## src/rtl/ntt_pkg.sv

```systemverilog
// ---------------------------------------------------------------------------
// ntt_pkg
//   Shared types for the NTT address sequencer.
//   stateT : sequencer control state (IDLE waiting for start, RUN emitting
//            butterfly pairs).
//   modeT  : transform flavour captured at start (FWD = Cooley-Tukey with
//            shrinking butterfly span, INV = Gentleman-Sande with growing span).
// ---------------------------------------------------------------------------
package ntt_pkg;

  typedef enum logic {
    IDLE = 1'b0,
    RUN  = 1'b1
  } stateT;

  typedef enum logic {
    FWD = 1'b0,
    INV = 1'b1
  } modeT;

endpackage

```

## src/rtl/ntt_addr_seq.sv

```systemverilog
// ---------------------------------------------------------------------------
// ntt_addr_seq
//   Generates the complete butterfly address stream for an in-place NTT of
//   length N = 2^LOG_N. For every stage it walks group (outer) and k (inner)
//   and presents one pair per valid/ready handshake:
//     addr_a  = group*2*half + k
//     addr_b  = addr_a + half
//     tw_addr = N/(2*half) + group
//   Forward mode uses half = N >> (stage+1), inverse uses half = 1 << stage.
//   All products are powers of two, so everything is shifts plus counters.
//
// Ports
//   clk      in   rising-edge clock
//   rst      in   synchronous active-high reset (wins over start)
//   start    in   launch a transform when idle
//   inverse  in   mode captured together with start (0 fwd, 1 inv)
//   ready    in   consumer accepts the presented pair this cycle
//   valid    out  addr_a/addr_b/tw_addr/stage hold a pair
//   addr_a   out  lower butterfly address
//   addr_b   out  upper butterfly address
//   tw_addr  out  twiddle ROM index
//   stage    out  current stage 0..LOG_N-1
//   busy     out  transform in progress
//   done     out  one-cycle pulse after the final pair is accepted
// ---------------------------------------------------------------------------
module ntt_addr_seq
  import ntt_pkg::*;
#(
  parameter int LOG_N = 8,
  parameter int SW    = $clog2(LOG_N)
) (
  input  logic             clk,
  input  logic             rst,
  input  logic             start,
  input  logic             inverse,
  input  logic             ready,
  output logic             valid,
  output logic [LOG_N-1:0] addr_a,
  output logic [LOG_N-1:0] addr_b,
  output logic [LOG_N-1:0] tw_addr,
  output logic [SW-1:0]    stage,
  output logic             busy,
  output logic             done
);

  localparam logic [SW-1:0]    LAST_STAGE = SW'(LOG_N - 1);
  localparam logic [SW-1:0]    STAGE_ONE  = SW'(1);
  localparam logic [LOG_N-1:0] ONE        = LOG_N'(1);

  stateT            state;
  modeT             modeReg;
  logic [LOG_N-1:0] groupCnt;
  logic [LOG_N-1:0] kCnt;

  // log2(half) for a given mode and stage.
  function automatic logic [SW-1:0] logHalfOf(input modeT m, input logic [SW-1:0] s);
    return (m == FWD) ? (LAST_STAGE - s) : s;
  endfunction

  function automatic logic [LOG_N-1:0] halfOf(input modeT m, input logic [SW-1:0] s);
    return ONE << logHalfOf(m, s);
  endfunction

  // Groups per stage: N/(2*half) = 2^(LOG_N-1-log2(half)). This is also the
  // twiddle base index for the stage.
  function automatic logic [LOG_N-1:0] groupsOf(input modeT m, input logic [SW-1:0] s);
    return ONE << (LAST_STAGE - logHalfOf(m, s));
  endfunction

  // ------------------------------------------------------------------------
  // Next-pair computation. Counters and addresses for the pair that follows
  // the one currently presented; only committed on a handshake.
  // ------------------------------------------------------------------------
  logic [LOG_N-1:0] curHalf;
  logic [LOG_N-1:0] curGroups;
  logic             lastK;
  logic             lastGroup;
  logic             lastStage;
  logic             finalPair;
  logic [SW-1:0]    nxtStage;
  logic [LOG_N-1:0] nxtGroup;
  logic [LOG_N-1:0] nxtK;
  logic [SW-1:0]    nxtLogHalf;
  logic [LOG_N-1:0] nxtHalf;
  logic [LOG_N-1:0] nxtGroups;
  logic [LOG_N-1:0] nxtA;
  modeT             startMode;

  // NOTE: every signal gets a default at the top of the block so no path
  // leaves it unassigned, which keeps this purely combinational (no latch).
  always_comb begin
    curHalf    = halfOf(modeReg, stage);
    curGroups  = groupsOf(modeReg, stage);
    lastK      = (kCnt == curHalf - ONE);
    lastGroup  = (groupCnt == curGroups - ONE);
    lastStage  = (stage == LAST_STAGE);
    finalPair  = lastK && lastGroup && lastStage;

    nxtStage   = stage;
    nxtGroup   = groupCnt;
    nxtK       = kCnt + ONE;
    if (lastK) begin
      nxtK     = '0;
      nxtGroup = groupCnt + ONE;
      if (lastGroup) begin
        // Stage boundary: the first pair of the next stage follows directly,
        // so there is no idle cycle between stages.
        nxtGroup = '0;
        nxtStage = stage + STAGE_ONE;
      end
    end

    // group*2*half is a left shift by log2(half)+1; done as two shifts so the
    // amount never needs more than SW bits.
    nxtLogHalf = logHalfOf(modeReg, nxtStage);
    nxtHalf    = ONE << nxtLogHalf;
    nxtGroups  = groupsOf(modeReg, nxtStage);
    nxtA       = ((nxtGroup << nxtLogHalf) << 1) + nxtK;

    startMode  = inverse ? INV : FWD;
  end

  // ------------------------------------------------------------------------
  // Control FSM with registered outputs. Outputs are forced to zero whenever
  // no pair is presented, so the address bus is quiet between transforms.
  // ------------------------------------------------------------------------
  // NOTE: state is updated with non-blocking assignments so every register
  // samples pre-edge values and simulation matches the synthesized flops.
  always_ff @(posedge clk) begin
    if (rst) begin
      state    <= IDLE;
      modeReg  <= FWD;
      groupCnt <= '0;
      kCnt     <= '0;
      valid    <= 1'b0;
      busy     <= 1'b0;
      done     <= 1'b0;
      addr_a   <= '0;
      addr_b   <= '0;
      tw_addr  <= '0;
      stage    <= '0;
    end else begin
      done <= 1'b0;
      case (state)
        IDLE: begin
          if (start) begin
            // Mode is latched here and held for the whole transform, so
            // later changes on inverse have no effect.
            state    <= RUN;
            modeReg  <= startMode;
            groupCnt <= '0;
            kCnt     <= '0;
            valid    <= 1'b1;
            busy     <= 1'b1;
            stage    <= '0;
            addr_a   <= '0;
            addr_b   <= halfOf(startMode, '0);
            tw_addr  <= groupsOf(startMode, '0);
          end
        end

        RUN: begin
          // start is deliberately not examined while running.
          if (valid && ready) begin
            if (finalPair) begin
              state    <= IDLE;
              groupCnt <= '0;
              kCnt     <= '0;
              valid    <= 1'b0;
              busy     <= 1'b0;
              done     <= 1'b1;
              stage    <= '0;
              addr_a   <= '0;
              addr_b   <= '0;
              tw_addr  <= '0;
            end else begin
              groupCnt <= nxtGroup;
              kCnt     <= nxtK;
              stage    <= nxtStage;
              addr_a   <= nxtA;
              addr_b   <= nxtA + nxtHalf;
              tw_addr  <= nxtGroups + nxtGroup;
            end
          end
        end

        default: begin
          state <= IDLE;
        end
      endcase
    end
  end

endmodule

```

## config.mk

```make
export PLATFORM = sky130hd
export DESIGN_NAME = ntt_addr_seq
export DESIGN_NICKNAME = d
export VERILOG_FILES = /design/src/rtl/ntt_pkg.sv /design/src/rtl/ntt_addr_seq.sv
export SDC_FILE = /design/constraint.sdc
export NUM_CORES = 1
export LEC_CHECK = 0
export CAP_MARGIN = 15
export CORE_ASPECT_RATIO = 0.8
export CORE_MARGIN = 4
export CORE_UTILIZATION = 44
export CTS_CLUSTER_SIZE = 8
export DETAILED_ROUTE_END_ITERATION = 7
export MAX_ROUTING_LAYER = met4
export PLACE_DENSITY = 0.66
export SLEW_MARGIN = 25
export SYNTH_ARGS = -nofsm -noshare
export SYNTH_HDL_FRONTEND = slang
export SYNTH_SLANG_ARGS = --single-unit
```

## constraint.sdc

```tcl
create_clock -name clk -period 5.7 [get_ports clk]
set_clock_uncertainty 0.1 [all_clocks]
set_input_delay 1.425 -clock clk [delete_from_list [all_inputs] [get_ports clk]]
set_output_delay 1.425 -clock clk [all_outputs]
set_load 0.05 [all_outputs]
```

==> reports/metrics.cfg, run 1 <==
[clock_network]
clk_path_buf_depth = 2
h-tree-depth = 2
cts_tree = built
clkTransAtPathRegs_ns = 0.06
cts_made_buffers = 5
clk_latency_ns = 0.29
root_buffer = clkbuf_16
clock-sinks = 46

[cells_and_area]
final_cells = 686
final_util_pct = 59.0
nNetsFinal = 607
antennaDiodeCount = 0
most-common-layout-cells = buf_4, nand2_1, nor2_1
drive_above_1_share_pct = 21.8
layout_commonest_cell = buf_4
areaGrowthSynthToFinish_pct = 27.5

[place]
io_buffer_count = 34
dp_hpwl_um = 8630
place.gp.congestion = 0.876
dp.cells = 663

[setup_path]
slowest_stage = or4b_2
cp-start-kind = flop
crit_fanout = 8
rr_worst_depth = 26
cp-end-kind = flop
path_class = reg -> reg
max_stage_delay_ns = 0.62
critPathArrivalTime_ns = 5.61
crit_required_ns = 5.81

[power]
peakVddDrop_v = 0.000124
power_density_nw_per_um2 = 145
p_total_uw = 742
leakage_nw = 2.02

[sta]
fmax_ghz = 0.182
hold_viol_final = 0
setup_tns_ns = 0
period_share_pct = 96.6
drv_slew = 0
finalSetupViolCount = 0
fin_crit_ns = 5.51
hold_slack_ns = 0.352
tightest_slew_ns = 0.647
relSlewSlack_pct = 56.7

[yosys]
yosysSeqAreaShare_pct = 22.9
synth_top_area_share_pct = 22.9
synth-edff-count = 0
yosys_warnings = 0
synth_area_leader_cell = dfxtp_1
synth_area_leaders = dfxtp_1, ha_1, xnor2_1
synth_cell_type_count = 82
avgSynthCellArea_um2 = 7.93
syn_area_um2 = 4030
ys_ff_latch = 46
syn_nets = 542
netlist_instances = 508
synth_ff_type = dfxtp_1
synth-async-reset-ratio_pct = 0

[hold_path]
min_path_type = reg -> reg
holdPathStages = 2

[grt]
grt_max_degree = 21
grt-ovfl-total = 0
grt_pass1_vias = 3650
antenna_found_initial = 0
grtUsageTotal_pct = 21.4
grt_pass1_wl_um = 18200

[die]
initial_core_util_pct = 46.3
dieArea_um2 = 10800
io_pins = 35
chipHeight_um = 93.6
core_area_um2 = 8710
dieWidth_um = 115
rows = 30

[route]
first_pass_iters = 5
drt-total-wl_um = 11600
route.detailed.drc = 0
wire_per_inst_um = 16.9
ant_nets = 0
via_per_inst = 5.79
drt_iter0_drc = 235
via_count = 3973

[run_status]
status = complete, no violations

[run]
cap_violations = 0

worst max-delay path: cells and delay by family, from the launching register on:
kind	cells	cell delay, ns
buffers and inverters	3	0.27
AO/OA/AOI/OAI	13	1.99
AND/OR/NAND/NOR	5	1.46
XOR/XNOR	1	0.13
multiplexers	1	0.31
flip-flops	1	0.37
adder cells (fa/ha/maj)	3	0.76
path summary, 6_finish.rpt:
kind | from | end | slack, ns
worst min-delay path | addr_b[3] | addr_b[3] | 0.35
worst max register to register | stage[0] | addr_b[7] | 0.19
worst max-delay path | stage[0] | addr_b[7] | 0.19
worst min register to register | addr_b[3] | addr_b[3] | 0.35
kinds of logic (layout without fill, tap and decap cells):
| group | after synthesis | in the layout | synth area share, % |
|---|---|---|---|
| AND/OR/NAND/NOR | 184 | 184 | 24.6 |
| XOR/XNOR | 41 | 41 | 9.44 |
| buffers and inverters | 53 | 119 | 6.49 |
| flip-flops | 46 | 46 | 22.9 |
| multiplexers | 4 | 4 | 1.09 |
| adder cells (fa/ha/maj) | 29 | 29 | 9.57 |
| AO/OA/AOI/OAI | 151 | 151 | 25.9 |
synthesized netlist by cell type, types with 3 or more instances:
cell type  count
nor3_1         5
o21ai_1        5
inv_1         23
fa_1           3
a21boi_0       3
nand2b_1       8
xor2_1        15
clkbuf_1      12
nor4bb_1       3
a21oi_1       32
o21a_1         3
a21o_1         8
and3_1        10
nand2_1       44
dfxtp_1       46
ha_1          26
o221ai_1       3
nor2b_1       10
buf_4          4
a22o_1        15
xnor2_1       24
buf_6          5
mux2_2         3
nor3b_1        4
a22oi_1        4
a211oi_1       4
nor2_1        45
a31oi_1        3
or3_1          6
o21ai_0       35
and2_1         6
buf_2          7
o21bai_1       8
nand3_1       19
state kept, by name (all words and copies together), names as in the netlist:
name	cells
addr_a	8
addr_b	8
groupCnt	8
tw_addr	8
kCnt	7
stage	3
busy	1
done	1
modeReg	1
state	1
stage by stage:
step / worst slack (ns) / area (um2)
global route: -0.0666 / 5140
detailed placement: -0.110 / 4640
global placement: 0.0999 / 4640
finish: 0.194 / 5140
CTS: 0.0264 / 4790
floorplan: 0.0145 / 4040
metal layers:
layer / part of all wire, % / routed length, um / up-vias / global-route usage (%)
li1: - / - / 1955 / -
met1: 51 / 5900 / 1880 / 32.1
met2: 43 / 4930 / 126 / 30.4
met3: 5.6 / 648 / 12 / 3.10
met4: 0.80 / 92 / 0 / 4.20
met5: 0 / 0 / - / -
cell type report:
class | count | area [um2]
sequential | 46 | 936
tap | 112 | 140
inverter | 23 | 86.3
clock buffer | 6 | 129
timing repair buffer | 88 | 756
multi-input combinational | 409 | 3080
fill | 797 | 3570
clock inverter | 2 | 13.8
power by group:
group	switching, mW	internal [mW]	total (mW)
Clock	0.127	0.163	0.290
Sequential	0.00425	0.324	0.328
Combinational	0.0736	0.0508	0.124
repair_timing:
action / 4_1_cts / 5_1_grt
hold endpoints to repair: 0 / 0
resized for setup: 3 / 56
setup endpoints to repair: 1 / 5
hold buffers: 0 / 0
setup buffers: 0 / 15
pin swaps: 0 / 18
Note: power is estimated with default switching activity, not from simulation.
==> inputs of run 2 (changes only) <==
--- a/config.mk
+++ b/config.mk
@@ -7,13 +7,11 @@
 export LEC_CHECK = 0
 export CAP_MARGIN = 15
 export CORE_ASPECT_RATIO = 0.8
-export CORE_MARGIN = 4
+export CORE_MARGIN = 3
 export CORE_UTILIZATION = 44
 export CTS_CLUSTER_SIZE = 8
 export DETAILED_ROUTE_END_ITERATION = 7
-export MAX_ROUTING_LAYER = met4
 export PLACE_DENSITY = 0.66
-export SLEW_MARGIN = 25
 export SYNTH_ARGS = -nofsm -noshare
 export SYNTH_HDL_FRONTEND = slang
 export SYNTH_SLANG_ARGS = --single-unit
==> reports/metrics.cfg, run 2 (synthesized netlist as in run 1, its figures left out) <==
[setup_path]
rr_worst_depth = 25  ; was 26
max_stage_delay_ns = 0.63  ; was 0.62 ns
crit_fanout = 13  ; was 8
path_class = reg -> reg  ; unchanged
cpMostUsedCell = a21oi_2
critPathBufInv = 3  ; unchanged
critPathArrivalTime_ns = 5.63  ; was 5.61 ns
crit_required_ns = 5.75  ; was 5.81 ns
slowest_stage = or4b_2  ; unchanged
crit_cells = 25  ; was 26
crit_family = compound AO/OA/AOI/OAI gates  ; unchanged
cp-end-kind = flop  ; unchanged
cp-start-kind = flop  ; unchanged

[die]
dieArea_um2 = 10300  ; was 10800 um2
dieWidth_um = 113  ; was 115 um
io_pins = 35  ; unchanged
core_area_um2 = 8710  ; unchanged
initial_core_util_pct = 46.3  ; unchanged
rows = 30  ; unchanged
chipHeight_um = 91.6  ; was 93.6 um

[cells_and_area]
final_util_pct = 57.9  ; was 59.0%
antennaDiodeCount = 0  ; unchanged
fillers = 826  ; was 797
layout_commonest_cell = buf_4  ; unchanged
nNetsFinal = 607  ; unchanged
multi_input_area_um2 = 2980  ; was 3080 um2
drive_above_1_share_pct = 20.4  ; was 21.8%
areaGrowthSynthToFinish_pct = 25.2  ; was 27.5%
final_cells = 686  ; unchanged
register_area_um2 = 936  ; unchanged
most-common-layout-cells = buf_4, nand2_1, nor2_1, dfxtp_1  ; was buf_4, nand2_1, nor2_1

[sta]
hold_viol_final = 0  ; unchanged
relSlewSlack_pct = 40.3  ; was 56.7%
tightest_slew_ns = 0.891  ; was 0.647 ns
fmax_ghz = 0.179  ; was 0.182 GHz
period_share_pct = 97.9  ; was 96.6%
grt_setup_unrepaired = yes
finalSetupViolCount = 0  ; unchanged
setup_tns_ns = 0  ; unchanged
fin_crit_ns = 5.58  ; was 5.51 ns
worst_slack_ns = 0.121  ; was 0.194 ns
drv_slew = 0  ; unchanged

[run_status]
status = complete, no violations  ; unchanged

[route]
ant_nets = 0  ; unchanged
drt_iter0_drc = 251  ; was 235
via_count = 3881  ; was 3973
route.detailed.drc = 0  ; unchanged
drt-total-wl_um = 11300  ; was 11600 um
wire_per_inst_um = 16.4  ; was 16.9 um
first_pass_iters = 5  ; unchanged
via_per_inst = 5.66  ; was 5.79

[grt]
grt_pass1_wl_um = 17700  ; was 18200 um
use_met1_pct = 31.5  ; was 32.1%
grtUsageTotal_pct = 20.8  ; was 21.4%
grt.met3_usage_pct = 4.53  ; was 3.10%
globalRouteMet2Util_pct = 30.3  ; was 30.4%
grt.busiest_layer = met1  ; unchanged
grt-ovfl-total = 0  ; unchanged
grt_pass1_vias = 3544  ; was 3650
grt_max_degree = 22  ; was 21
antenna_found_initial = 0  ; unchanged

[clock_network]
hold_buffers = 0  ; unchanged
h-tree-depth = 2  ; unchanged
clk_latency_ns = 0.29  ; about the same
clk_path_buf_depth = 2  ; unchanged
clock-sinks = 46  ; unchanged
clkTransAtPathRegs_ns = 0.06  ; about the same
root_buffer = clkbuf_16  ; unchanged
cts_tree = built  ; unchanged
cts_made_buffers = 5  ; unchanged

[run]
cap_violations = 0  ; unchanged

[power]
p_total_uw = 750  ; was 742 uW
leakage_nw = 2.00  ; was 2.02 nW
peakVddDrop_v = 0.000188  ; was 0.000124 V
power_density_nw_per_um2 = 149  ; was 145 nW/um2

[place]
io_buffer_count = 34  ; unchanged
dp.cells = 664  ; was 663
place.gp.congestion = 0.924  ; was 0.876
dp_hpwl_um = 8640  ; was 8630 um
post-place-ws_ns = -0.203  ; was -0.110 ns

[hold_path]
min_path_type = reg -> reg  ; unchanged
holdPathStages = 2  ; unchanged

==> run 2: cell types whose count changed in the layout (fill, tap and decap cells not counted), moves of 2 or more <==
cell and change:
or2_4 -2, xnor2_1 +2, buf_2 +2, ha_4 -2, buf_6 -4, a21oi_2 +2
buf_4 +3, a21oi_1 -2, clkbuf_2 -2, ha_1 +2, or2_0 +2
==> run 2: worst paths after layout <==
path,startpoint,to,slack [ns]
worst max-delay path,stage[0],addr_b[7],0.12
worst min-delay path,addr_b[3],addr_b[3],0.35
worst min register to register,addr_b[3],addr_b[3],0.35
worst max register to register,stage[0],addr_b[7],0.12
==> run 2: worst min-delay path, stage by stage, from the launching register on <==
cell and delay, ns:
dfxtp_1 0.33, nand2_1 0.04, o21ai_0 0.05
==> run 2: metrics by stage <==
| step | instance area, um2 | hold WS [ns] |
|---|---|---|
| floorplan | 4040 | 0.370 |
| global placement | 4650 | 0.336 |
| detailed placement | 4650 | 0.341 |
| CTS | 4830 | 0.357 |
| global route | 5040 | 0.380 |
| finish | 5040 | 0.354 |
==> run 2: routing by layer <==
metal,vias up,share of wire [%]
li1,1956,-
met1,1815,50
met2,101,43
met3,9,6.2
met4,0,0.45
met5,-,0
==> run 2: report_power, final <==
| part | switching, mW | total [mW] | leakage, nW | internal [mW] |
|---|---|---|---|---|
| Clock | 0.130 | 0.306 | 0.0745 | 0.177 |
| Combinational | 0.0697 | 0.115 | 1.55 | 0.0451 |
| Sequential | 0.00508 | 0.329 | 0.375 | 0.323 |
==> run 2: cell type report <==
type                    instances  area share (%)
multi-input cells             409            59.1
clock inverters                 1           0.174
flip-flops and latches         46            18.6
clock buffers                   7            2.83
inverters                      23            1.71
well taps                     112            2.78
repair buffers                 88            14.8
==> run 2: what timing repair did <==
action | in CTS | in global routing
pin swaps | 1 | 11
setup endpoints to repair | 1 | 3
resized for setup | 6 | 32
buffers inserted | 2 | 12
==> inputs of run 3 (changes only) <==
--- a/config.mk
+++ b/config.mk
@@ -11,7 +11,7 @@
 export CORE_UTILIZATION = 44
 export CTS_CLUSTER_SIZE = 8
 export DETAILED_ROUTE_END_ITERATION = 7
-export PLACE_DENSITY = 0.66
+export DONT_BUFFER_PORTS = 1
 export SYNTH_ARGS = -nofsm -noshare
 export SYNTH_HDL_FRONTEND = slang
 export SYNTH_SLANG_ARGS = --single-unit
==> reports/metrics.cfg, run 3 (synthesized netlist as in run 1, its figures left out) <==
[run]
cap_violations = 0  ; unchanged

[setup_path]
regToRegEndpoint = addr_b[7]  ; unchanged
crit_cells = 28  ; was 25
rr_worst_depth = 28  ; was 25
crit_fanout = 9  ; was 13
r2r_slack_ns = 0.15  ; was 0.12 ns
cp-end-kind = flop  ; unchanged
crit_start = stage[2]  ; was stage[0]
critPathBufInv = 4  ; was 3
cp-start-kind = flop  ; unchanged
slowest_stage = fa_2  ; was or4b_2
path_class = reg -> reg  ; unchanged
max_stage_delay_ns = 0.53  ; was 0.63 ns
crit_required_ns = 5.81  ; was 5.75 ns
critPathArrivalTime_ns = 5.66  ; was 5.63 ns
cpMostUsedCell = a21oi_2  ; unchanged
crit_family = simple AND/OR/NAND/NOR gates  ; was compound AO/OA/AOI/OAI gates
r2r_start = stage[2]  ; was stage[0]

[cells_and_area]
nNetsFinal = 571  ; was 607
final_util_pct = 54.4  ; was 57.9%
areaGrowthSynthToFinish_pct = 17.7  ; was 25.2%
antennaDiodeCount = 0  ; unchanged
drive_above_1_share_pct = 22.5  ; was 20.4%
most-common-layout-cells = buf_4, nand2_1, nor2_1  ; was buf_4, nand2_1, nor2_1, dfxtp_1
fillers = 818  ; was 826
multi_input_area_um2 = 3030  ; was 2980 um2
layout_commonest_cell = buf_4  ; unchanged
register_area_um2 = 931  ; was 936 um2

[grt]
antenna_found_initial = 0  ; unchanged
grt-ovfl-total = 0  ; unchanged
grt_max_degree = 23  ; was 22
grt_pass1_vias = 3363  ; was 3544
grtUsageTotal_pct = 20.5  ; was 20.8%
grt_pass1_wl_um = 17200  ; was 17700 um

[die]
chipHeight_um = 91.6  ; unchanged
core_area_um2 = 8710  ; unchanged
rows = 30  ; unchanged
dieWidth_um = 113  ; unchanged
io_pins = 35  ; unchanged
dieArea_um2 = 10300  ; unchanged
initial_core_util_pct = 46.3  ; unchanged

[sta]
tightest_slew_ns = 1.01  ; was 0.891 ns
period_share_pct = 97.4  ; was 97.9%
hold_viol_final = 0  ; unchanged
drv_slew = 0  ; unchanged
worst_slack_ns = 0.149  ; was 0.121 ns
fmax_ghz = 0.180  ; was 0.179 GHz
finalSetupViolCount = 0  ; unchanged
setup_tns_ns = 0  ; unchanged
hold_slack_ns = 0.416  ; was 0.354 ns
fin_crit_ns = 5.55  ; was 5.58 ns
relSlewSlack_pct = 32.4  ; was 40.3%

[hold_path]
min_path_type = reg -> reg  ; unchanged
holdPathStages = 2  ; unchanged
hold_start = groupCnt[7]  ; was addr_b[3]
whs_endpoint = groupCnt[7]  ; was addr_b[3]

[clock_network]
clk_path_buf_depth = 2  ; unchanged
clk_latency_ns = 0.29  ; about the same
cts_made_buffers = 5  ; unchanged
root_buffer = clkbuf_16  ; unchanged
h-tree-depth = 2  ; unchanged
hold_buffers = 0  ; unchanged
clock-sinks = 46  ; unchanged
cts_tree = built  ; unchanged
clkTransAtPathRegs_ns = 0.07  ; was 0.06 ns

[run_status]
status = complete, no violations  ; unchanged

[power]
p_total_uw = 747  ; was 750 uW
peakVddDrop_v = 0.000112  ; was 0.000188 V
power_density_nw_per_um2 = 158  ; was 149 nW/um2
leakage_nw = 1.89  ; was 2.00 nW

[route]
wire_per_inst_um = 17.3  ; was 16.4 um
route.detailed.drc = 0  ; unchanged
drt-total-wl_um = 11300  ; about the same
via_count = 3778  ; was 3881
ant_nets = 0  ; unchanged
drt_iter0_drc = 284  ; was 251
via_per_inst = 5.81  ; was 5.66
first_pass_iters = 6  ; was 5

[place]
place.gp.congestion = 0.918  ; was 0.924
post-place-ws_ns = 0.0879  ; was -0.203 ns
io_buffer_count = 0  ; was 34
dp_hpwl_um = 8390  ; was 8640 um

run 3: power breakdown:
group          switching [mW]  total [mW]  internal (mW)
Combinational          0.0572      0.0975         0.0403
Sequential             0.0160       0.340          0.324
Clock                   0.133       0.309          0.177
run 3: per-stage QoR:
step / instance area (um2) / cells
floorplan: 4040 / 508
global placement: 4290 / 628
detailed placement: 4290 / 628
CTS: 4440 / 636
global route: 4740 / 650
finish: 4740 / 650
run 3: worst reg2reg max path, delay by kind of cell, from the launching register on:
| family | cells | cell delay (ns) |
|---|---|---|
| XOR/XNOR | 1 | 0.17 |
| adder cells (fa/ha/maj) | 4 | 1.19 |
| AND/OR/NAND/NOR | 8 | 1.56 |
| flip-flops | 1 | 0.34 |
| multiplexers | 1 | 0.35 |
| buffers and inverters | 4 | 0.38 |
| AO/OA/AOI/OAI | 10 | 1.36 |
run 3: worst max path at each step:
stage          slack [ns]         to
6_report             0.15  addr_b[7]
5_1_grt             -0.13  addr_b[7]
4_1_cts              0.06  addr_b[7]
3_5_place_dp         0.09  addr_b[7]
3_3_place_gp         0.10  addr_b[7]
2_1_floorplan        0.01  addr_b[7]
run 3: cell type report:
| type | count | share of cell area [%] |
|---|---|---|
| Multi-Input combinational cell | 409 | 63.8 |
| Sequential cell | 46 | 19.6 |
| Tap cell | 112 | 2.96 |
| Timing Repair Buffer | 52 | 8.55 |
| Clock buffer | 7 | 3.01 |
| Clock inverter | 1 | 0.185 |
| Inverter | 23 | 1.82 |
run 3: metal layers:
layer  GRT usage, %  share of wire, %
met1           30.2                48
met2           30.0                43
met3           5.40               8.0
met4           3.50              0.79
met5              0                 0
run 3: timing repair:
action	4_1_cts	5_1_grt
hold endpoints to repair	0	0
endpoints found under the setup margin	0	5
resized for setup	0	46
setup buffers	0	14
==> variant (flow settings as in run 3) <==
Reset style: asynchronous (`rst`), changed in one clocked block. Comments in the files are not updated.
--- a/src/rtl/ntt_addr_seq.sv
+++ b/src/rtl/ntt_addr_seq.sv
@@ -128,3 +128,3 @@
   // samples pre-edge values and simulation matches the synthesized flops.
-  always_ff @(posedge clk) begin
+  always_ff @(posedge clk or posedge rst) begin
     if (rst) begin
Check against the original RTL: differs if rst is asserted again (counterexample within 4 cycles, from zero or initial values and one cycle with rst high); with rst held inactive, the same outputs for 10 cycles.
==> variant against run 3 <==
  * The flow now finishes with violations (negative setup slack)
  * Sequential share of layout area grew 1.1 points
  * Setup slack got worse by 0.40 ns
  * Cell count grew 9.5%
  * Area after synthesis up 6.7%
  * Die area increased by 6.3%
  * Count of clock-buffer cells in the layout down 1
  * Sequential cell count stayed put
  * Global-route usage grew 4.2 points
  * Routed wire length up 18%
  * Final area grew 18%
  * Critical endpoint is now addr_b[7]
  * Largest cell class unchanged
Power is not compared: it rests on default switching activity, and its combinational part moved more than twofold at a synthesized area within 25%.
==> variant: results (changes against run 3) <==
| Metric | Value |
|---|---|
| Final setup fails | 1 (was 0) |
| Vias in the first global route | 3,945 (was 3,363) |
| Gpl congestion | 0.915 (was 0.918) |
| Most common flop cell mapped by yosys | dfrtp_1 (was dfxtp_1) |
| Ys async rst share | 1.00 (was 0) |
| Filler cells | 815 (was 818) |
| Hold path depth | 1 (was 2) |
| Arrival @ worst endpoint | 6.05 ns (was 5.66 ns) |
| Hold-critical path endpoint | groupCnt[7] (unchanged) |
| Violations in the final reports | negative setup slack |
| Top cells by area, synth | dfrtp_1 (27%), ha_1 (7.6%), xnor2_1 (5.9%), nand2_1 (4.6%), o21ai_0 (3.5%) (was dfxtp_1 (23%), ha_1 (8.1%), xnor2_1 (5.2%), o21ai_0 (4.3%), nor2_1 (4.2%)) |
| Crit path to | addr_b[7] (unchanged) |
| Met2 wire len | 5910 um (was 4820 um) |
| Final worst slack | -0.246 ns (was 0.149 ns) |
| Mux cell area share after synthesis | 0.0311 (was 0.0109) |
| Post-synthesis cell type count | 78 (was 82) |
| Crit path launch | stage[2] (unchanged) |
| Status | finished with violations (was finished clean) |
| First-pass GRT wire length | 20,900 um (was 17,200 um) |
| Pin count of the biggest net entering global routing | 47 (was 23) |
| Vias per inst | 5.91 (was 5.81) |
| Nets@finish | 630 (was 571) |
| Post-Synthesis Cells | 514 (was 508) |
| Fin cells | 712 (was 650) |
| Total GRT Usage | 0.247 (was 0.205) |
==> variant: changes by cell type in the layout (fill, tap and decap cells not counted), moves of 6 or more <==
| cell | delta |
|---|---|
| buf_4 | +49 |
| dfrtp_1 | +42 |
| nor3_1 | +9 |
| nand2_1 | +10 |
| nand3_1 | -11 |
| dfxtp_1 | -42 |
| o21ai_0 | -7 |
| mux2i_1 | +6 |
| nor2_1 | -8 |
| a21oi_1 | -6 |
| o31ai_1 | +6 |
==> variant: where the power goes <==
| part | switching (W) | internal (W) | leakage [nW] |
|---|---|---|---|
| Sequential | 0.000229 | 0.000389 | 0.586 |
| Combinational | 0.000335 | 0.000345 | 1.86 |
| Clock | 0.000130 | 0.000263 | 0.0971 |
==> variant: layout make-up <==
cell class / count / area [um2] / share of cell area
Clock buffer: 6 / 139 / 0.0249
Clock inverter: 2 / 60.1 / 0.0108
Inverter: 29 / 111 / 0.0199
Multi-Input combinational cell: 406 / 3110 / 0.556
Sequential cell: 46 / 1160 / 0.207
Tap cell: 115 / 144 / 0.0258
Timing Repair Buffer: 108 / 870 / 0.156
==> variant: stage by stage <==
stage | power (W) | hold WS (ns) | utilization | setup TNS (ns)
finish | 0.00169 | 0.475 | 0.603 | -0.246
global route | 0.00179 | 0.495 | 0.603 | -1.35
CTS | 0.00166 | 0.473 | 0.576 | -0.190
detailed placement | 0.00124 | 0.460 | 0.543 | -0.526
global placement | 0.00122 | 0.460 | 0.543 | -0.198
floorplan | 0.00101 | 0.418 | - | -1.11
==> variant: what timing repair did <==
action / in CTS / in global routing
pin swaps: 12 / 24
gates cloned: 0 / 0
gates resized for setup: 12 / 34
setup endpoints to repair: 3 / 6
buffers inserted: 7 / 16
